## config.mk

```make
export PLATFORM = sky130hd
export DESIGN_NAME = exe_stage
export DESIGN_NICKNAME = d
export VERILOG_FILES = /design/src/rtl/exe_stage.sv
export SDC_FILE = /design/constraint.sdc
export NUM_CORES = 1
export LEC_CHECK = 0
export BUFFER_PORTS_ARGS = -buffer_cell sky130_fd_sc_hd__buf_4
export CORE_MARGIN = 2
export CORE_UTILIZATION = 40
export CTS_BUF_LIST = sky130_fd_sc_hd__clkbuf_4
export CTS_CLUSTER_DIAMETER = 120
export CTS_CLUSTER_SIZE = 24
export DETAILED_ROUTE_END_ITERATION = 16
export GPL_TIMING_DRIVEN = 0
export PLACE_DENSITY = 0.61
export REMOVE_ABC_BUFFERS = 1
export SKIP_CTS_REPAIR_TIMING = 1
export SLEW_MARGIN = 20
export SYNTH_ARGS = -nofsm -noshare
export SYNTH_HDL_FRONTEND = slang
export SYNTH_SLANG_ARGS = --single-unit
```

## constraint.sdc

```tcl
create_clock -name clk -period 2.8 [get_ports clk]
set_clock_uncertainty 0.1 [all_clocks]
set_input_delay 0.28 -clock clk [delete_from_list [all_inputs] [get_ports clk]]
set_output_delay 0.28 -clock clk [all_outputs]
set_load 0.01 [all_outputs]
```

## src/rtl/exe_stage.sv

```systemverilog
// EXE pipeline stage: operand forwarding, single-cycle ALU, multicycle
// shift-add multiplier and the EX/MEM pipeline register (negedge clocked).
module exe_stage (
  input  logic       clk,
  input  logic       rst_n,
  input  logic       flush_i,
  input  logic [1:0] WB_i,
  input  logic [5:0] MEM_i,
  input  logic [3:0] alu_code,
  input  logic       mux1,
  input  logic       mux2,
  input  logic [7:0] new_address_i,
  input  logic [7:0] Sign_i,
  input  logic [7:0] readA_i,
  input  logic [7:0] readB_i,
  input  logic [3:0] A_reg_i,
  input  logic [3:0] B_reg_i,
  input  logic [3:0] W_reg_i,
  input  logic       fwd_em_we,
  input  logic [3:0] fwd_em_reg,
  input  logic [7:0] fwd_em_data,
  input  logic       fwd_mw_we,
  input  logic [3:0] fwd_mw_reg,
  input  logic [7:0] fwd_mw_data,
  output logic       stall_o,
  output logic [1:0] WB_o,
  output logic [5:0] MEM_o,
  output logic [7:0] alu_result_o,
  output logic [7:0] store_data_o,
  output logic [3:0] W_reg_o,
  output logic [7:0] branch_target_o,
  output logic       zero_o
);

  localparam logic [1:0] IDLE = 2'd0;
  localparam logic [1:0] BUSY = 2'd1;
  localparam logic [1:0] DONE = 2'd2;

  localparam logic [3:0] OP_ADD  = 4'd0;
  localparam logic [3:0] OP_SUB  = 4'd1;
  localparam logic [3:0] OP_AND  = 4'd2;
  localparam logic [3:0] OP_OR   = 4'd3;
  localparam logic [3:0] OP_XOR  = 4'd4;
  localparam logic [3:0] OP_SLT  = 4'd5;
  localparam logic [3:0] OP_SHL  = 4'd6;
  localparam logic [3:0] OP_SHR  = 4'd7;
  localparam logic [3:0] OP_MUL  = 4'd8;
  localparam logic [3:0] OP_PASS = 4'd9;

  logic [1:0] state;
  logic [2:0] cnt;
  logic [7:0] acc, mcand, mplier;
  logic [1:0] hold_wb;
  logic [5:0] hold_mem;
  logic [3:0] hold_wreg;
  logic [7:0] hold_store, hold_bt;

  logic [7:0] fwd_a, fwd_b, op_a, op_b, alu_res, br_tgt;
  logic       mul_accept;

  logic [1:0] n_wb;
  logic [5:0] n_mem;
  logic [7:0] n_res, n_store, n_bt;
  logic [3:0] n_wreg;
  logic       n_zero;

  // EX/MEM has priority over MEM/WB; register 0 is never forwarded
  always_comb begin
    fwd_a = readA_i;
    if (fwd_em_we && (fwd_em_reg == A_reg_i) && (A_reg_i != 4'd0))
      fwd_a = fwd_em_data;
    else if (fwd_mw_we && (fwd_mw_reg == A_reg_i) && (A_reg_i != 4'd0))
      fwd_a = fwd_mw_data;
  end

  always_comb begin
    fwd_b = readB_i;
    if (fwd_em_we && (fwd_em_reg == B_reg_i) && (B_reg_i != 4'd0))
      fwd_b = fwd_em_data;
    else if (fwd_mw_we && (fwd_mw_reg == B_reg_i) && (B_reg_i != 4'd0))
      fwd_b = fwd_mw_data;
  end

  assign op_a   = mux1 ? new_address_i : fwd_a;
  assign op_b   = mux2 ? Sign_i : fwd_b;
  assign br_tgt = new_address_i + Sign_i;

  always_comb begin
    alu_res = '0;
    case (alu_code)
      OP_ADD:  alu_res = op_a + op_b;
      OP_SUB:  alu_res = op_a - op_b;
      OP_AND:  alu_res = op_a & op_b;
      OP_OR:   alu_res = op_a | op_b;
      OP_XOR:  alu_res = op_a ^ op_b;
      OP_SLT:  alu_res = ($signed(op_a) < $signed(op_b)) ? 8'd1 : 8'd0;
      OP_SHL:  alu_res = op_a << op_b[2:0];
      OP_SHR:  alu_res = op_a >> op_b[2:0];
      OP_PASS: alu_res = op_b;
      default: alu_res = '0;
    endcase
  end

  assign mul_accept = (state == IDLE) && (alu_code == OP_MUL) && !flush_i;

  always_comb begin
    stall_o = 1'b0;
    if (rst_n) begin
      if (state == BUSY) stall_o = 1'b1;
      else if (mul_accept) stall_o = 1'b1;
    end
  end

  // Next EX/MEM contents; defaults form the bubble loaded while stalled or flushed
  always_comb begin
    n_wb    = '0;
    n_mem   = '0;
    n_res   = '0;
    n_store = '0;
    n_wreg  = '0;
    n_bt    = '0;
    n_zero  = 1'b0;
    if (!flush_i) begin
      if ((state == IDLE) && (alu_code != OP_MUL)) begin
        n_wb    = WB_i;
        n_mem   = MEM_i;
        n_res   = alu_res;
        n_store = fwd_b;
        n_wreg  = W_reg_i;
        n_bt    = br_tgt;
        n_zero  = (alu_res == 8'd0);
      end else if (state == DONE) begin
        n_wb    = hold_wb;
        n_mem   = hold_mem;
        n_res   = acc;
        n_store = hold_store;
        n_wreg  = hold_wreg;
        n_bt    = hold_bt;
        n_zero  = (acc == 8'd0);
      end
    end
  end

  always_ff @(negedge clk or negedge rst_n) begin
    if (!rst_n) begin
      WB_o            <= '0;
      MEM_o           <= '0;
      alu_result_o    <= '0;
      store_data_o    <= '0;
      W_reg_o         <= '0;
      branch_target_o <= '0;
      zero_o          <= 1'b0;
    end else begin
      WB_o            <= n_wb;
      MEM_o           <= n_mem;
      alu_result_o    <= n_res;
      store_data_o    <= n_store;
      W_reg_o         <= n_wreg;
      branch_target_o <= n_bt;
      zero_o          <= n_zero;
    end
  end

  always_ff @(negedge clk or negedge rst_n) begin
    if (!rst_n) begin
      state      <= IDLE;
      cnt        <= '0;
      acc        <= '0;
      mcand      <= '0;
      mplier     <= '0;
      hold_wb    <= '0;
      hold_mem   <= '0;
      hold_wreg  <= '0;
      hold_store <= '0;
      hold_bt    <= '0;
    end else if (flush_i) begin
      state <= IDLE;
    end else begin
      case (state)
        IDLE: begin
          if (alu_code == OP_MUL) begin
            mcand      <= op_a;
            mplier     <= op_b;
            acc        <= '0;
            cnt        <= '0;
            hold_wb    <= WB_i;
            hold_mem   <= MEM_i;
            hold_wreg  <= W_reg_i;
            hold_store <= fwd_b;
            hold_bt    <= br_tgt;
            state      <= BUSY;
          end
        end
        BUSY: begin
          acc    <= acc + (mplier[0] ? mcand : 8'd0);
          mcand  <= mcand << 1;
          mplier <= mplier >> 1;
          cnt    <= cnt + 3'd1;
          if (cnt == 3'd7) state <= DONE;
        end
        DONE:    state <= IDLE;
        default: state <= IDLE;
      endcase
    end
  end

endmodule

```

* Word-level counts from Yosys, hierarchy flattened
Index checks and enable logic that the tools add are counted.
Word-level totals: register bits after elaboration 94, input port bits 87, logic and storage cells 116
Cells by class: $add $sub $neg 5, $lt $le $gt $ge 1, equality and inequality tests 20, shifts and indexed selects 2, mux-type cells 45, bitwise gates (word level) 4, reductions and logical operators 22
Operators with widths (number):
- $mux W8 | 19
- $pmux W8 S9 | 1
- $pmux W8 S2 | 3
- $add A8 B8 Y8 | 3
- $mux W6 | 3
- $eq A4 B3 Y1 const B | 4
- $eq A4 B4 Y1 | 4
- $logic_not A8 Y1 | 2
- $mux W2 | 6
- $mux W4 | 3
- $logic_and A1 B1 Y1 | 11
- $and A8 B8 Y8 | 1
- $eq A4 B2 Y1 const B | 2
- $eq A4 B4 Y1 const B | 2
- $lt A8 B8 Y1 | 1
- $or A8 B8 Y8 | 1
- $reduce_bool A4 Y1 | 2
- $shl A8 B3 Y8 | 1
- $shr A8 B3 Y8 | 1
- $sub A8 B8 Y8 | 1
- $xor A8 B8 Y8 | 1
- $mux W1 | 7
- $ne A3 B2 Y1 const B | 2
- $pmux W3 S2 | 1
- 16 further kinds | 17

* Depth between registers and ports, before layout
Gate-level depths: netlist (run 1).
depth after elaboration 12, mapped depth 22

==> results of run 1 <==
flip-flops by register name (all words and copies together) (netlist names):
signal and cells:
state 2, mplier 8, mcand 8, WB_o 2
W_reg_o 4, zero_o 1, hold_mem 6, MEM_o 6
hold_bt 8, cnt 3, hold_wreg 4, store_data_o 8
hold_wb 2, hold_store 8, alu_result_o 8, acc 8
branch_target_o 8
cell type report:
type	instances	area (µm²)
diodes	1	2.50
multi-input cells	571	5010
well taps	220	275
clock inverters	6	52.6
flip-flops and latches	94	2350
repair buffers	228	2070
clock buffers	10	75.1
fillers	1314	6420
inverters	32	155
layout by cell type (no fill, tap or decap), types with 7 or more instances in the layout:
| cell type | count |
|---|---|
| buf_4 | 159 |
| dfrtn_1 | 94 |
| buf_6 | 54 |
| nand2_1 | 51 |
| nor2_1 | 43 |
| a22o_1 | 37 |
| ha_1 | 33 |
| o21ai_0 | 31 |
| a21oi_1 | 29 |
| mux2_2 | 25 |
| inv_1 | 23 |
| o21ai_1 | 19 |
| nand3_1 | 16 |
| a21oi_2 | 16 |
| xnor2_1 | 13 |
| o211ai_1 | 13 |
| and2_1 | 12 |
| mux2i_1 | 11 |
| nand4_1 | 10 |
| clkbuf_4 | 10 |
| a21o_1 | 9 |
| buf_8 | 9 |
| nor3_1 | 8 |
| o21ai_4 | 8 |
| ha_4 | 8 |
| xnor2_2 | 7 |
metal layers:
metal,vias up,wire [µm]
met5,-,0
met4,0,801
met3,61,1360
met2,318,11200
met1,3319,10100
li1,3095,-
power groups by stage:
stage | Sequential [W] | Clock [W] | Combinational (W)
global route | 0.00182 | 0.000772 | 0.00196
global placement | 0.00179 | 0 | 0.00127
floorplan | 0.00178 | 0 | 0.000814
detailed placement | 0.00181 | 0 | 0.00131
CTS | 0.00178 | 0.000710 | 0.00132
finish | 0.00179 | 0.000686 | 0.00183
cell families (layout without fill, tap and decap cells):
kind of cell               Yosys count  in the layout  synth area share (%)
buffers and inverters               68            276                  4.03
DFF                                 94             94                  35.4
muxes                               47             47                  7.82
other                                0              1                     0
adders and majority gates           45             45                  8.93
and+or+nand+nor                    200            203                  14.9
xor gates and xnor gates            31             31                  4.09
AOI/OAI and AO/OA                  245            245                  24.8
worst reg2reg max path, cell delays in order, from the launching register on:
cell and delay (ns):
dfrtn_1 0.53, and2_1 0.21, ha_1 0.24, a21o_1 0.18, a21o_1 0.19, a21o_1 0.18
a21oi_1 0.22, o21bai_1 0.11, a21oi_1 0.20, xnor2_1 0.09, a22o_1 0.20
path summary, 6_finish.rpt:
path	start	end	slack, ns	depth (start not counted)
worst max-delay path	B_reg_i[2]	alu_result_o[4]	-2.58	19
worst min-delay path	mplier[7]	mplier[7]	0.33	2
worst max register to register	mplier[0]	acc[7]	0.20	10
worst min register to register	mplier[7]	mplier[7]	0.33	2
max in group asynchronous	rst_n	acc[3]	0.89	1
min in group asynchronous	rst_n	hold_store[1]	1.08	1
metrics by stage:
| stage | TNS [ns] | hold WS [ns] | total power [W] |
|---|---|---|---|
| global route | -62.70 | 0.342 | 0.00456 |
| global placement | -217.48 | 0.324 | 0.00307 |
| CTS | -97.91 | 0.331 | 0.00381 |
| finish | -58.28 | 0.331 | 0.00430 |
| floorplan | -111.99 | 0.310 | 0.00260 |
| detailed placement | -139.37 | 0.331 | 0.00312 |
==> reports/results.txt, run 1 <==
Status -> complete, but fails checks
Violated checks -> negative setup slack
Most Crowded Layer GR -> met2
Commonest cells post-synth -> dfrtn_1 (94), o21ai_0 (56), nand2_1 (54), nor2_1 (53), a21oi_1 (49)
Main area contributors after synthesis -> dfrtn_1 (35%), ha_1 (7.7%), mux2_2 (4.9%)
GR Layer Usage met2 -> 36.7%
TritonCTS buffer count -> 9
Post-Syn Area per Cell -> 9.10 µm²
Type of the worst min-delay path -> reg -> reg
Unrepaired setup endpoints after global routing -> yes
Number of I/O port buffers -> 124
Register bit count reported by yosys -> 94
CP endpoint kind -> register
Post-Syn Instances -> 730
Detailed Place HPWL -> 15600 µm
Crit-path leading delay family -> simple AND/OR/NAND/NOR gates
Crit-path slowest cell -> or4b_4
Yosys top cell area share -> 35.4%
CTS tree -> built
Final WL -> 23400 µm
Synth Flop Type -> dfrtn_1
Cell Chain, Critical Path -> buf_12 -> xor2_4 -> or4b_4 -> buf_4 -> nor2_4 -> mux2i_1 -> a21oi_2 -> mux2_4 -> ha_4 -> a21oi_4 -> nor2_4 -> buf_4 -> o211ai_1 -> nand2_1 -> o211ai_1 -> a311oi_1 -> nand4_1 -> buf_4 -> a22o_1
Power density over cell area -> 431 nW/µm²
Global-route wire length before repair -> 32200 µm
Worst-path clk slew -> 0.09 ns
Vias per inst -> 5.85
Vias in the first global route -> 5886
Post-Place Setup Slack -> -4.03 ns
CTS H-Tree Depth -> 3
Int Power -> 0.00275 W
GR Util All Layers -> 22.9%
Sequential share of power -> 41.5%
Sequential element share of the synthesized area -> 35.4%
Yosys cell types -> 71
Crit path largest cell delay -> 0.61 ns
Most frequent cell after synthesis -> dfrtn_1
Maxcap violations -> 0
WS Path Type -> in -> reg
Tightest Pin Transition -> 1.06 ns
Syn-to-layout area delta -> 50.4%
I/O pin count -> 125
Crit-path most repeated cell -> buf_4
Share of cells above drive strength 1 -> 44.3%
Yosys Warn Count -> 0
Routed len/inst -> 20.1 µm
Initial Util -> 40.5%
Switching pwr -> 0.00155 W
Layout net count -> 1068
Number of synthesized flops with an enable pin -> 0
M3 GR Usage -> 2.18%
ANT nets after route -> 0
Placed insts -> 1044
Setup ws final -> -2.58 ns
CORE AREA -> 16400 µm²
Crit Path Max Fanout -> 6
Total congestion overflow -> 0
Final Util -> 60.9%
Fraction of registers with async set/reset -> 100%
Clock Sinks -> 94
Final setup violation count -> 93
Detailed-route via count -> 6793
Die X -> 133 µm
# rows -> 47
Gate power share -> 42.5%
Worst slew margin -> 28.4%
CTS root buf -> clkbuf_4
Bufs and invs on worst path -> 4
Overall die height -> 133 µm
Post-route cell area -> 9990 µm²
Peak VDD IR -> 186 µV
Switching Fraction -> 36.1%
Initial antenna violation count -> 1
CP Launch Type -> input port
Worst-skew pair later-pin latency -> 0.42 ns
Grt met1 use -> 33.0%
Worst path required time -> 1.57 ns
Post-Layout Cell Count -> 1162
Data arrival, critical path -> 4.15 ns
Leakage Power -> 4.50 nW
Slew Limit Fails -> 0
Final Hold Fails -> 0
GP Congestion -> 0.917
Drc violations -> 0
Cell area after synthesis -> 6640 µm²
Pin count of the biggest net entering global routing -> 96
Die area -> 17600 µm²
Area after DPL -> 7810 µm²
Clock power frac -> 16.0%
1st-pass router iterations -> 5
Area leader, netlist -> dfrtn_1
Longest Clk Path Bufs -> 2
Iter 0 DRT Violations -> 515
(Power assumes the default switching activity.)
==> run 2, diff against run 1 <==
--- a/config.mk
+++ b/config.mk
@@ -6,14 +6,16 @@
 export NUM_CORES = 1
 export LEC_CHECK = 0
 export BUFFER_PORTS_ARGS = -buffer_cell sky130_fd_sc_hd__buf_4
+export CELL_PAD_IN_SITES_DETAIL_PLACEMENT = 2
+export CELL_PAD_IN_SITES_GLOBAL_PLACEMENT = 2
 export CORE_MARGIN = 2
-export CORE_UTILIZATION = 40
+export CORE_UTILIZATION = 35
 export CTS_BUF_LIST = sky130_fd_sc_hd__clkbuf_4
 export CTS_CLUSTER_DIAMETER = 120
 export CTS_CLUSTER_SIZE = 24
 export DETAILED_ROUTE_END_ITERATION = 16
 export GPL_TIMING_DRIVEN = 0
-export PLACE_DENSITY = 0.61
+export PLACE_DENSITY = 0.82
 export REMOVE_ABC_BUFFERS = 1
 export SKIP_CTS_REPAIR_TIMING = 1
 export SLEW_MARGIN = 20
==> run 2 against run 1 <==
  * The run still ends with negative setup slack left
  * Non-clock buffer count down 18
  * Worst hold slack improved by 0.014 ns
  * Utilization shrank 8.6 points
  * Wire length up 50%
  * Critical path type unchanged
  * Critical endpoint is now zero_o
  * Highest routed layer unchanged
==> reports/results.txt, run 2 (same netlist as run 1, synthesis figures left out) <==
Status -> complete, but fails checks
Violated checks -> negative setup slack
CTS root buf -> clkbuf_4
Worst-skew pair later-pin latency -> 0.41 ns
Detailed-route via count -> 7289
Number of I/O port buffers -> 124
Vias in the first global route -> 6895
Worst path required time -> 1.54 ns
Maxcap violations -> 0
CORE AREA -> 18600 µm²
Final Util -> 52.3%
Data arrival, critical path -> 4.50 ns
Syn-to-layout area delta -> 46.7%
WS Path Type -> in -> reg
Detailed Place HPWL -> 19200 µm
CTS tree -> built
Clock Sinks -> 94
Longest Clk Path Bufs -> 2
Die area -> 20100 µm²
CP endpoint kind -> register
Highest-count cells in the layout ignoring fill and taps -> buf_4 (170), dfrtn_1 (94), nand2_1 (53)
Crit path largest cell delay -> 0.63 ns
Worst-path clk slew -> 0.09 ns
Share of cells above drive strength 1 -> 43.1%
Reg-to-Reg Start -> mplier[0]
TNS Setup -> -58.51 ns
Final WL -> 35000 µm
Commonest non-fill, non-tap cell in the layout -> buf_4
1st-pass router iterations -> 6
Leakage Power -> 4.36 nW
Peak VDD IR -> 166 µV
Initial antenna violation count -> 2
Post-Place Setup Slack -> -4.29 ns
Routed len/inst -> 30.2 µm
Drc violations -> 0
Final setup violation count -> 93
Hold wc startpoint -> mplier[6]
Final Hold Fails -> 0
TritonCTS buffer count -> 9
Crit. Startpoint -> fwd_mw_reg[2]
Global-route wire length before repair -> 38700 µm
GR Util All Layers -> 24.6%
Setup ws final -> -2.96 ns
Iter 0 DRT Violations -> 405
ANT nets after route -> 0
Vias per inst -> 6.29
# rows -> 50
Tightest Pin Transition -> 1.24 ns
Pin count of the biggest net entering global routing -> 96
Min Hold Slack -> 0.346 ns
Slew Limit Fails -> 0
Die X -> 142 µm
Type of the worst min-delay path -> reg -> reg
I/O pin count -> 125
Crit Path Max Fanout -> 7
Filler instances -> 1908
Worst slew margin -> 16.5%
Power density over cell area -> 458 nW/µm²
Crit-path slowest cell -> or4b_4
GP Congestion -> 0.916
Unrepaired setup endpoints after global routing -> yes
Total congestion overflow -> 0
Layout net count -> 1050
CP Launch Type -> input port
Overall die height -> 142 µm
Initial Util -> 35.6%
Cell Chain, Critical Path -> buf_8 -> xor2_4 -> or4b_4 -> nor2_4 -> mux2i_2 -> a21o_1 -> o21ai_4 -> ha_4 -> inv_1 -> a21oi_1 -> o31ai_4 -> a2111oi_2 -> o211ai_1 -> a21o_1 -> nand4_1 -> nor2_1 -> nand4_1 -> a21boi_1
CTS H-Tree Depth -> 3
[run 2: power by group]
| group | switching (W) | internal [W] |
|---|---|---|
| Clock | 0.000458 | 0.000190 |
| Combinational | 0.00111 | 0.000886 |
| Sequential | 0.000189 | 0.00163 |
[run 2: final timing paths]
kind	end	slack (ns)	cells past startpoint
max in group asynchronous	mcand[7]	0.88	1
min in group asynchronous	acc[0]	1.10	1
max reg2reg	acc[7]	0.19	10
min	mplier[6]	0.35	2
min reg2reg	mplier[6]	0.35	2
max	zero_o	-2.96	18
[run 2: cell type report]
class,instances,area [µm²],share of cell area [%]
clock buffers,10,75.1,0.770
multi-input cells,571,5030,51.6
diodes,2,5.00,0.0514
flip-flops and latches,94,2350,24.1
well taps,234,293,3.00
clock inverters,5,35.0,0.360
repair buffers,210,1800,18.5
inverters,32,149,1.53
[run 2: worst max-delay path: cells and delay by family]
kind / cells / cell delay (ns)
AO/OA/AOI/OAI: 8 / 1.84
XOR/XNOR: 1 / 0.18
adder cells (fa/ha/maj): 1 / 0.37
buffers and inverters: 2 / 0.22
multiplexers: 1 / 0.33
AND/OR/NAND/NOR: 5 / 1.27
[run 2: per-stage QoR]
stage / instances / instance area [µm²] / total power (W)
final: 1158 / 9740 / 0.00447
after global routing: 1158 / 9740 / 0.00467
after CTS: 1072 / 7940 / 0.00386
after detailed placement: 1057 / 7830 / 0.00321
after global placement: 1052 / 7720 / 0.00308
after floorplan: 694 / 6500 / 0.00260
[run 2: per-layer routing]
layer | wire length (µm) | GRT usage, % | vias up | share of wire, %
li1 | - | - | 3066 | -
met1 | 12700 | 32.4 | 3682 | 36
met2 | 18000 | 43.5 | 367 | 51
met3 | 1840 | 1.96 | 174 | 5.3
met4 | 2490 | 7.00 | 0 | 7.1
met5 | 0 | 0 | - | 0
==> run 3, diff against run 2 <==
--- a/config.mk
+++ b/config.mk
@@ -9,13 +9,13 @@
 export CELL_PAD_IN_SITES_DETAIL_PLACEMENT = 2
 export CELL_PAD_IN_SITES_GLOBAL_PLACEMENT = 2
 export CORE_MARGIN = 2
-export CORE_UTILIZATION = 35
+export CORE_UTILIZATION = 32
 export CTS_BUF_LIST = sky130_fd_sc_hd__clkbuf_4
 export CTS_CLUSTER_DIAMETER = 120
 export CTS_CLUSTER_SIZE = 24
 export DETAILED_ROUTE_END_ITERATION = 16
 export GPL_TIMING_DRIVEN = 0
-export PLACE_DENSITY = 0.82
+export PLACE_DENSITY = 0.79
 export REMOVE_ABC_BUFFERS = 1
 export SKIP_CTS_REPAIR_TIMING = 1
 export SLEW_MARGIN = 20
==> constraint.sdc (replaced) <==
create_clock -name clk -period 4.98 [get_ports clk]
set_clock_uncertainty 0.1 [all_clocks]
set_input_delay 0.498 -clock clk [delete_from_list [all_inputs] [get_ports clk]]
set_output_delay 0.498 -clock clk [all_outputs]
set_load 0.01 [all_outputs]
==> run 3 against run 2 <==
  * Total power decreased by 47%
  * Cell area decreased by 9.0%
  * Count of clock-buffer cells in the layout unchanged
  * Global-route usage decreased by 1.4 points
  * Via count decreased by 8.7%
  * Critical path depth unchanged
  * The run still ends with negative setup slack left
==> reports/results.txt, run 3 (same netlist as run 1, synthesis figures left out) <==
Final Hold Fails -> 0
Initial antenna violation count -> 1
Reg-to-Reg Start -> mplier[0]
CTS root buf -> clkbuf_4
Final WL -> 28100 µm
Worst path required time -> 2.65 ns
Status -> complete, but fails checks
Iter 0 DRT Violations -> 363
Worst-skew pair later-pin latency -> 0.42 ns
Longest Clk Path Bufs -> 2
Hold wc startpoint -> mplier[2]
Layout net count -> 1009
Hold path endpoint -> mplier[2]
Min Hold Slack -> 0.342 ns
Type of the worst min-delay path -> reg -> reg
Peak VDD IR -> 112 µV
Share of cells above drive strength 1 -> 35.1%
WS Path Type -> in -> reg
Worst-path clk slew -> 0.10 ns
Overall die height -> 148 µm
Unrepaired setup endpoints after global routing -> yes
Maxcap violations -> 0
Tightest Pin Transition -> 1.20 ns
Detailed Place HPWL -> 19800 µm
Setup ws final -> -1.95 ns
I/O pin count -> 125
CORE AREA -> 20300 µm²
CP endpoint kind -> register
Worst slew margin -> 19.1%
CTS tree -> built
Slew Limit Fails -> 0
Detailed-route via count -> 6657
Worst hold stages -> 2
# rows -> 52
Drc violations -> 0
Highest-count cells in the layout ignoring fill and taps -> buf_4 (160), dfrtn_1 (94), nand2_1 (53)
Pin count of the biggest net entering global routing -> 96
Area after DPL -> 7890 µm²
Post-route cell area -> 8870 µm²
GR Util All Layers -> 23.2%
Final setup violation count -> 16
1st-pass router iterations -> 5
ANT nets after route -> 0
CTS H-Tree Depth -> 3
Commonest non-fill, non-tap cell in the layout -> buf_4
Vias in the first global route -> 6882
Global-route wire length before repair -> 39900 µm
Crit Path Max Fanout -> 7
Syn-to-layout area delta -> 33.6%
FF-to-FF End -> acc[7]
Data arrival, critical path -> 4.60 ns
Initial Util -> 32.7%
Power density over cell area -> 265 nW/µm²
TritonCTS buffer count -> 9
GP Congestion -> 0.913
Setup slack, reg-to-reg -> 2.27 ns
Routed len/inst -> 24.3 µm
Die X -> 148 µm
R2R cell count -> 10
Die area -> 21900 µm²
Number of I/O port buffers -> 124
Leakage Power -> 4.00 nW
Filler instances -> 2207
Vias per inst -> 5.77
Clock Sinks -> 94
CP Launch Type -> input port
Total congestion overflow -> 0
Violated checks -> negative setup slack
run 3: per-stage QoR:
step,setup TNS [ns],utilization (%),std cells,setup WS [ns],power [W]
2_1_floorplan,-30.89,-,694,-1.98,0.00146
3_3_place_gp,-142.74,38.3,1088,-3.39,0.00173
3_5_place_dp,-58.19,38.9,1095,-3.57,0.00181
4_1_cts,-29.69,39.5,1111,-3.15,0.00222
5_1_grt,-17.32,43.7,1153,-2.08,0.00249
6_report,-15.50,43.7,1153,-1.95,0.00235
run 3: final cells by class:
class	count	area, µm²	share of cell area, %
multi-input cells	570	4570	51.5
flip-flops and latches	94	2350	26.5
repair buffers	170	1340	15.1
well taps	270	338	3.81
inverters	32	136	1.54
clock buffers	10	75.1	0.846
clock inverters	6	53.8	0.606
diodes	1	2.50	0.0282
run 3: how the worst max path moves through the flow:
stage,from,end,cells past startpoint
floorplan,B_reg_i[1],zero_o,18
global placement,B_reg_i[1],zero_o,19
detailed placement,B_reg_i[1],zero_o,19
CTS,B_reg_i[1],zero_o,19
global route,B_reg_i[3],alu_result_o[0],18
finish,B_reg_i[3],alu_result_o[0],18
run 3: worst max-delay path, stage by stage:
cell,delay (ns)
buf_12,0.12
xor2_4,0.19
or4b_4,0.62
o21ai_4,0.21
a311oi_4,0.16
nor2_4,0.27
clkinvlp_4,0.20
fa_2,0.41
nand2b_4,0.16
a21oi_4,0.15
nor2_4,0.07
o31ai_4,0.33
a2111oi_4,0.12
o211ai_1,0.31
a21o_1,0.23
nand4_1,0.15
buf_4,0.18
a22o_1,0.19
run 3: metal layers:
metal | share of wire, % | GRT usage, %
met5 | 0 | 0
met4 | 3.0 | 6.57
met3 | 2.7 | 2.42
met1 | 43 | 30.7
met2 | 51 | 40.4
run 3: report_power, final:
part	switching (W)	internal (W)	total, W
Combinational	0.000516	0.000413	0.000929
Clock	0.000282	0.000118	0.000400
Sequential	0.0000992	0.000919	0.00102
Total	0.000897	0.00145	0.00235
